<file path="config.mk">
export PLATFORM = sky130hd
export DESIGN_NAME = seg_scan_decoder
export DESIGN_NICKNAME = d
export VERILOG_FILES = /design/src/rtl/seg_scan_decoder.sv
export SDC_FILE = /design/constraint.sdc
export NUM_CORES = 1
export LEC_CHECK = 0
export BUFFER_PORTS_ARGS = -buffer_cell sky130_fd_sc_hd__buf_2
export CAP_MARGIN = 25
export CORE_UTILIZATION = 30
export DETAILED_ROUTE_END_ITERATION = 7
export PLACE_DENSITY = 0.51
export SKIP_CTS_REPAIR_TIMING = 1
export SYNTH_ARGS = -nofsm -noshare
export SYNTH_HDL_FRONTEND = slang
export SYNTH_SLANG_ARGS = --single-unit
</file>
<file path="constraint.sdc">
create_clock -name clk -period 3.6 [get_ports clk]
set_clock_uncertainty 0.05 [all_clocks]
set_input_delay 0.18 -clock clk [delete_from_list [all_inputs] [get_ports clk]]
set_output_delay 0.18 -clock clk [all_outputs]
set_load 0.01 [all_outputs]
</file>
<file path="src/rtl/seg_scan_decoder.sv">
// seg_scan_decoder: receive-side monitor for a multiplexed 4-digit 7-segment bus.
// Samples the scanned digit patterns, decodes active-low segment codes to BCD,
// assembles d0..d3 frames and publishes a score once it has been stable for
// STABLE_FRAMES consecutive identical frames.
// Ports:
//   clk          system clock
//   rst          asynchronous active-low reset
//   seg_in[7:0]  segment pattern, active-low {dp,g,f,e,d,c,b,a}
//   sel_in[3:0]  digit select, active-low one-hot (0111=d0 ... 1110=d3)
//   score_bcd    confirmed score {d3,d2,d1,d0}
//   score_valid  score_bcd holds a confirmed value
//   score_update 1-cycle pulse when score_bcd changes value
//   seg_error    1-cycle pulse on undecodable pattern or out-of-order digit
//   scan_lost    level, no sel change for SCAN_TIMEOUT cycles
module seg_scan_decoder #(
  parameter int unsigned SCAN_TIMEOUT  = 400_000,
  parameter int unsigned STABLE_FRAMES = 2
) (
  input  logic        clk,
  input  logic        rst,
  input  logic [7:0]  seg_in,
  input  logic [3:0]  sel_in,
  output logic [15:0] score_bcd,
  output logic        score_valid,
  output logic        score_update,
  output logic        seg_error,
  output logic        scan_lost
);

  localparam int unsigned TO_W = 20;
  localparam int unsigned MC_W = 4;

  // State code equals the index of the digit expected next.
  localparam logic [1:0] IDLE = 2'd0;
  localparam logic [1:0] D0   = 2'd1;
  localparam logic [1:0] D1   = 2'd2;
  localparam logic [1:0] D2   = 2'd3;

  localparam logic [TO_W-1:0] TO_LAST   = TO_W'(SCAN_TIMEOUT - 1);
  localparam logic [TO_W-1:0] TO_MAX    = {TO_W{1'b1}};
  localparam logic [MC_W-1:0] MC_TARGET = MC_W'(STABLE_FRAMES);

  // Returns {good, digit}.
  function automatic logic [4:0] decode(input logic [7:0] p);
    logic [4:0] r;
    case (p)
      8'hC0:   r = {1'b1, 4'd0};
      8'hF9:   r = {1'b1, 4'd1};
      8'hA4:   r = {1'b1, 4'd2};
      8'hB0:   r = {1'b1, 4'd3};
      8'h99:   r = {1'b1, 4'd4};
      8'h92:   r = {1'b1, 4'd5};
      8'h82:   r = {1'b1, 4'd6};
      8'hF8:   r = {1'b1, 4'd7};
      8'h80:   r = {1'b1, 4'd8};
      8'h90:   r = {1'b1, 4'd9};
      default: r = 5'd0;
    endcase
    return r;
  endfunction

  logic [7:0]      s_seg;
  logic [3:0]      s_sel, prev_sel;
  logic [1:0]      state, state_d;
  logic [11:0]     cap, cap_d;          // {d2,d1,d0} captured so far
  logic [15:0]     last_frame, last_frame_d;
  logic [MC_W-1:0] match_cnt, match_cnt_d;
  logic [TO_W-1:0] to_cnt, to_cnt_d;
  logic [15:0]     score_d;
  logic            valid_d, update_d, error_d, lost_d;

  logic            ev_c;
  logic            sel_ok_c;
  logic [1:0]      idx_c;
  logic [4:0]      dec_c;
  logic [15:0]     cand_c;
  logic [MC_W-1:0] mc_n_c;

  assign ev_c  = (s_sel != prev_sel);
  assign dec_c = decode(s_seg);

  // Position of the selected digit; sel_ok_c flags a legal one-hot-low select.
  always_comb begin
    sel_ok_c = 1'b1;
    idx_c    = 2'd0;
    case (s_sel)
      4'b0111: idx_c = 2'd0;
      4'b1011: idx_c = 2'd1;
      4'b1101: idx_c = 2'd2;
      4'b1110: idx_c = 2'd3;
      default: sel_ok_c = 1'b0;
    endcase
  end

  // Next-state and output logic.
  always_comb begin
    state_d      = state;
    cap_d        = cap;
    last_frame_d = last_frame;
    match_cnt_d  = match_cnt;
    to_cnt_d     = to_cnt;
    score_d      = score_bcd;
    valid_d      = score_valid;
    update_d     = 1'b0;
    error_d      = 1'b0;
    lost_d       = scan_lost;
    cand_c       = {dec_c[3:0], cap};
    mc_n_c       = match_cnt;

    if (ev_c) begin
      to_cnt_d = '0;
      lost_d   = 1'b0;
      if (!sel_ok_c) begin
        // Blank or restart from the driver.
        state_d     = IDLE;
        match_cnt_d = '0;
        score_d     = '0;
        valid_d     = 1'b0;
      end else if (dec_c[4] && (idx_c == state)) begin
        case (state)
          IDLE: cap_d[3:0]  = dec_c[3:0];
          D0:   cap_d[7:4]  = dec_c[3:0];
          D1:   cap_d[11:8] = dec_c[3:0];
          default: ;
        endcase
        state_d = state + 2'd1;
        if (state == D2) begin
          // d3 captured: frame complete.
          if (cand_c == last_frame) begin
            mc_n_c = (match_cnt >= MC_TARGET) ? MC_TARGET : match_cnt + MC_W'(1);
          end else begin
            last_frame_d = cand_c;
            mc_n_c       = MC_W'(1);
          end
          match_cnt_d = mc_n_c;
          if ((mc_n_c == MC_TARGET) && (!score_valid || (cand_c != score_bcd))) begin
            score_d  = cand_c;
            valid_d  = 1'b1;
            update_d = 1'b1;
          end
        end
      end else begin
        // In IDLE only a bad code on d0 is an error; mid-frame anything here is.
        if ((state != IDLE) || (idx_c == 2'd0)) begin
          error_d = 1'b1;
        end
        if ((idx_c == 2'd0) && dec_c[4]) begin
          cap_d[3:0] = dec_c[3:0];
          state_d    = D0;
        end else begin
          state_d = IDLE;
        end
      end
    end else begin
      if (to_cnt != TO_MAX) begin
        to_cnt_d = to_cnt + TO_W'(1);
      end
      if (to_cnt == TO_LAST) begin
        lost_d      = 1'b1;
        valid_d     = 1'b0;
        state_d     = IDLE;
        match_cnt_d = '0;
      end
    end
  end

  // State and output registers.
  always_ff @(posedge clk or negedge rst) begin
    if (!rst) begin
      s_seg        <= '0;
      s_sel        <= '0;
      prev_sel     <= '0;
      state        <= IDLE;
      cap          <= '0;
      last_frame   <= '0;
      match_cnt    <= '0;
      to_cnt       <= '0;
      score_bcd    <= '0;
      score_valid  <= 1'b0;
      score_update <= 1'b0;
      seg_error    <= 1'b0;
      scan_lost    <= 1'b0;
    end else begin
      s_seg        <= seg_in;
      s_sel        <= sel_in;
      prev_sel     <= s_sel;
      state        <= state_d;
      cap          <= cap_d;
      last_frame   <= last_frame_d;
      match_cnt    <= match_cnt_d;
      to_cnt       <= to_cnt_d;
      score_bcd    <= score_d;
      score_valid  <= valid_d;
      score_update <= update_d;
      seg_error    <= error_d;
      scan_lost    <= lost_d;
    end
  end

endmodule
</file>
==> impl_results.md <==
- CP Data Required Time: 3.82 ns
- Maximum root-to-sink buffer count: 2
- Met2 usage: 0.205
- Netlist cell types: 54
- Max-slew headroom: 0.405
- Cells along the critical path: or4_1 -> nor2_1 -> o21bai_2 -> xor2_1 -> or4b_4 -> a31oi_1 -> and2_1 -> a22o_1
- Starting Density: 0.311
- Wire per inst: around 15 um
- Dpl ws: approximately 0.38 ns
- Post-synthesis sequential area ratio: 0.515
- CTS root buffer: clkbuf_16
- Clk_lat worst skew: around 0.34 ns
- Total track usage: 0.133
- Area leader, netlist: dfrtp_1
- Power Dens Cells: about 400 mW/mm^2
- Antenna cell count: 0
- Hold Path Stages: 2
- Reg clk slew, reported paths: approximately 0.07 ns
- Pin count of the biggest net entering global routing: a little under 70
- Cell Rows: 43
- Number of detailed-route iterations in the first pass: 4
- Synthesized instance count: 386
- Top FF cell, synth: dfrtp_1
- RSZ-0062 raised after global routing: false
- CTS tree: built
- PnR worst setup slack: 0.392 ns
- Slew Viols, Final: 0
- P_leak: between 2 and 2.5 nW
- Placed insts: 589
- WS Path Type: flop to flop
- Fillers: roughly 1400
- Crit-path max FO: 14
- Max stage delay on crit path: about 0.59 ns
- Synth Net Count: around 410
- Period utilization: 0.891
- Half-perimeter wire length after placement: ~6.3 mm
- PortBufs: 33
- Setup Viol. Count Final: 0
- Yosys warns: 0
- Worst min path class: input pin to flop
- Met3 Use GR: 0.0311
- Placeable Area: between 0.01 and 0.015 sq mm
- Minimum clock period: about 3.2 ns
- Top Ports: 34
- Final Non-Filler Cells: ~600
- DRC: 0
- Vias/cell: ~4.9
- H-Tree Depth: 3
- First-pass GRT wire length: approximately 15 mm
- Setup_tns: 0 ns
- Worst setup SP type: flop
- Reg2Reg Setup Slack: 0.39 ns
- DRT iter0 DRCs: around 120
- Crit path DAT: about 3.4 ns
- CP max-delay cell: or4b_4
- Worst Max-Slew Pin Slew: ~0.89 ns
- Final ANT Viol Nets: 0
- Gr ovfl total: 0
- Status: finished, final reports clean
- Die height: around 120 um
- Vias in the first global route: just under 3000
- Synthesized cell area: ~0.0044 sq mm
- Share of cells above drive strength 1: 0.203
- Post-synth top area share: 0.515
- Routed vias: 3015
- Mean post-synth cell area: ~11 sq um
- Routed wire length: approximately 9 mm
- CTS buffer count: 9
- Nets@finish: between 400 and 500
- Width of the die: between 100 and 150 um
- Post-synthesis register bit count: 90
- Max-cap violations: 0
- Fmax: 312 MHz
- GPL Wtd Cong: approximately 0.85
- Synth area leaders: dfrtp_1 52%, mux2_2 7.0%, xnor2_1 6.8%
- FFs w/ async S/R, synth: 1.00
- Worst setup EP type: flop
- Final hold viol count: 0
- Initial antenna violation count: 0
- GRT busiest layer: met2
- Met1 usage in global routing: 0.180
- Syn-to-layout area delta: 17.7%
- EDFF count, synth: 0
- Fin util: 0.366
- VDD IR max: a little over 0.2 mV
- Worst R2R Path Depth: 8
- Die footprint: between 0.015 and 0.02 sq mm
- Clk sink count: 90
final cells by class:
class / instances / area [sq um] / share of cell area
Multi-Input combinational cell: 270 / 2000 / 0.388
Tap cell: 180 / 225 / 0.0438
Sequential cell: 90 / 2250 / 0.438
Inverter: 10 / 37.5 / 0.00730
Clock buffer: 10 / 239 / 0.0465
Clock inverter: 6 / 47.5 / 0.00925
Timing Repair Buffer: 52 / 343 / 0.0667
flip-flops by register name (all words and copies together) (netlist names):
name          flops
scan_lost         1
state             2
s_sel             4
score_bcd        16
s_seg             8
score_valid       1
score_update      1
seg_error         1
cap              12
to_cnt           20
prev_sel          4
match_cnt         4
last_frame       16
path summary, 6_finish.rpt:
path / from / to
worst max register to register: s_seg[3]$_DFF_PN0_ / score_bcd[2]$_DFFE_PN0P_
worst max-delay path: s_seg[3]$_DFF_PN0_ / score_bcd[2]$_DFFE_PN0P_
worst min-delay path: seg_in[0] / s_seg[0]$_DFF_PN0_
min in group asynchronous: rst / to_cnt[1]$_DFFE_PN0P_
max in group asynchronous: rst / s_seg[3]$_DFF_PN0_
worst min register to register: match_cnt[3]$_DFFE_PN0P_ / match_cnt[3]$_DFFE_PN0P_
per-layer routing:
layer  wire (um)  up-vias
met5           0        -
met4         110        0
met3         270        9
met2        4340       42
met1        4470     1488
li1            -     1476
power breakdown:
part	internal (mW)	switching, mW	leakage (nW)
logic	0.0416	0.0607	1.06
registers	1.02	0.0179	1.22
clock network	0.493	0.405	0.139
total	1.56	0.484	2.42
synth_stat cells, types with 2 or more instances:
cell type / instances
a21o_1: 3
a21oi_1: 7
a22o_1: 16
a31oi_1: 3
a32o_1: 4
and2_1: 5
and3_1: 9
and4_1: 2
buf_2: 9
clkbuf_1: 5
dfrtp_1: 90
ha_1: 7
inv_1: 10
mux2_2: 27
mux2i_1: 2
nand2_1: 23
nand3_1: 11
nand4_1: 13
nor2_1: 30
nor3_1: 8
nor3b_1: 2
nor4_1: 5
nor4b_1: 2
o211ai_1: 2
o21ai_0: 7
o31ai_1: 2
or3_1: 2
or4_1: 2
xnor2_1: 34
xor2_1: 20
stage by stage:
stage	hold slack [ns]	power, mW	cell area (sq um)
floorplan	-0.166	1.11	4370
global placement	0.238	1.15	4720
detailed placement	0.239	1.15	4720
CTS	-0.122	2.07	5010
global route	0.421	2.13	5140
finish	0.431	2.04	5140
worst max-delay path: cells and delay by family (launching register included):
family	cells	cell delay, ns
XOR/XNOR	1	0.15
AND/OR/NAND/NOR	4	1.84
AO/OA/AOI/OAI	3	0.63
flip-flops	1	0.47
cells in the final DEF, fill, tap and decap left out, drive strengths merged, types with 12 or more instances in the layout:
cell | synthesis | layout
xnor2 | 34 | 34
dfrtp | 90 | 90
inv | 10 | 12
dlygate4sd3 | 0 | 13
buf | 11 | 39
nand2 | 24 | 24
nor2 | 30 | 30
a22o | 16 | 16
xor2 | 20 | 20
nand4 | 13 | 13
mux2 | 28 | 28
logic make-up after synthesis:
group,synth area share
AOI/OAI and AO/OA,0.103
and+or+nand+nor,0.149
adders and majority gates,0.0200
xor gates and xnor gates,0.108
muxes,0.0767
buffers and inverters,0.0275
DFF,0.515
No activity file was read; power rests on OpenSTA's default activity.
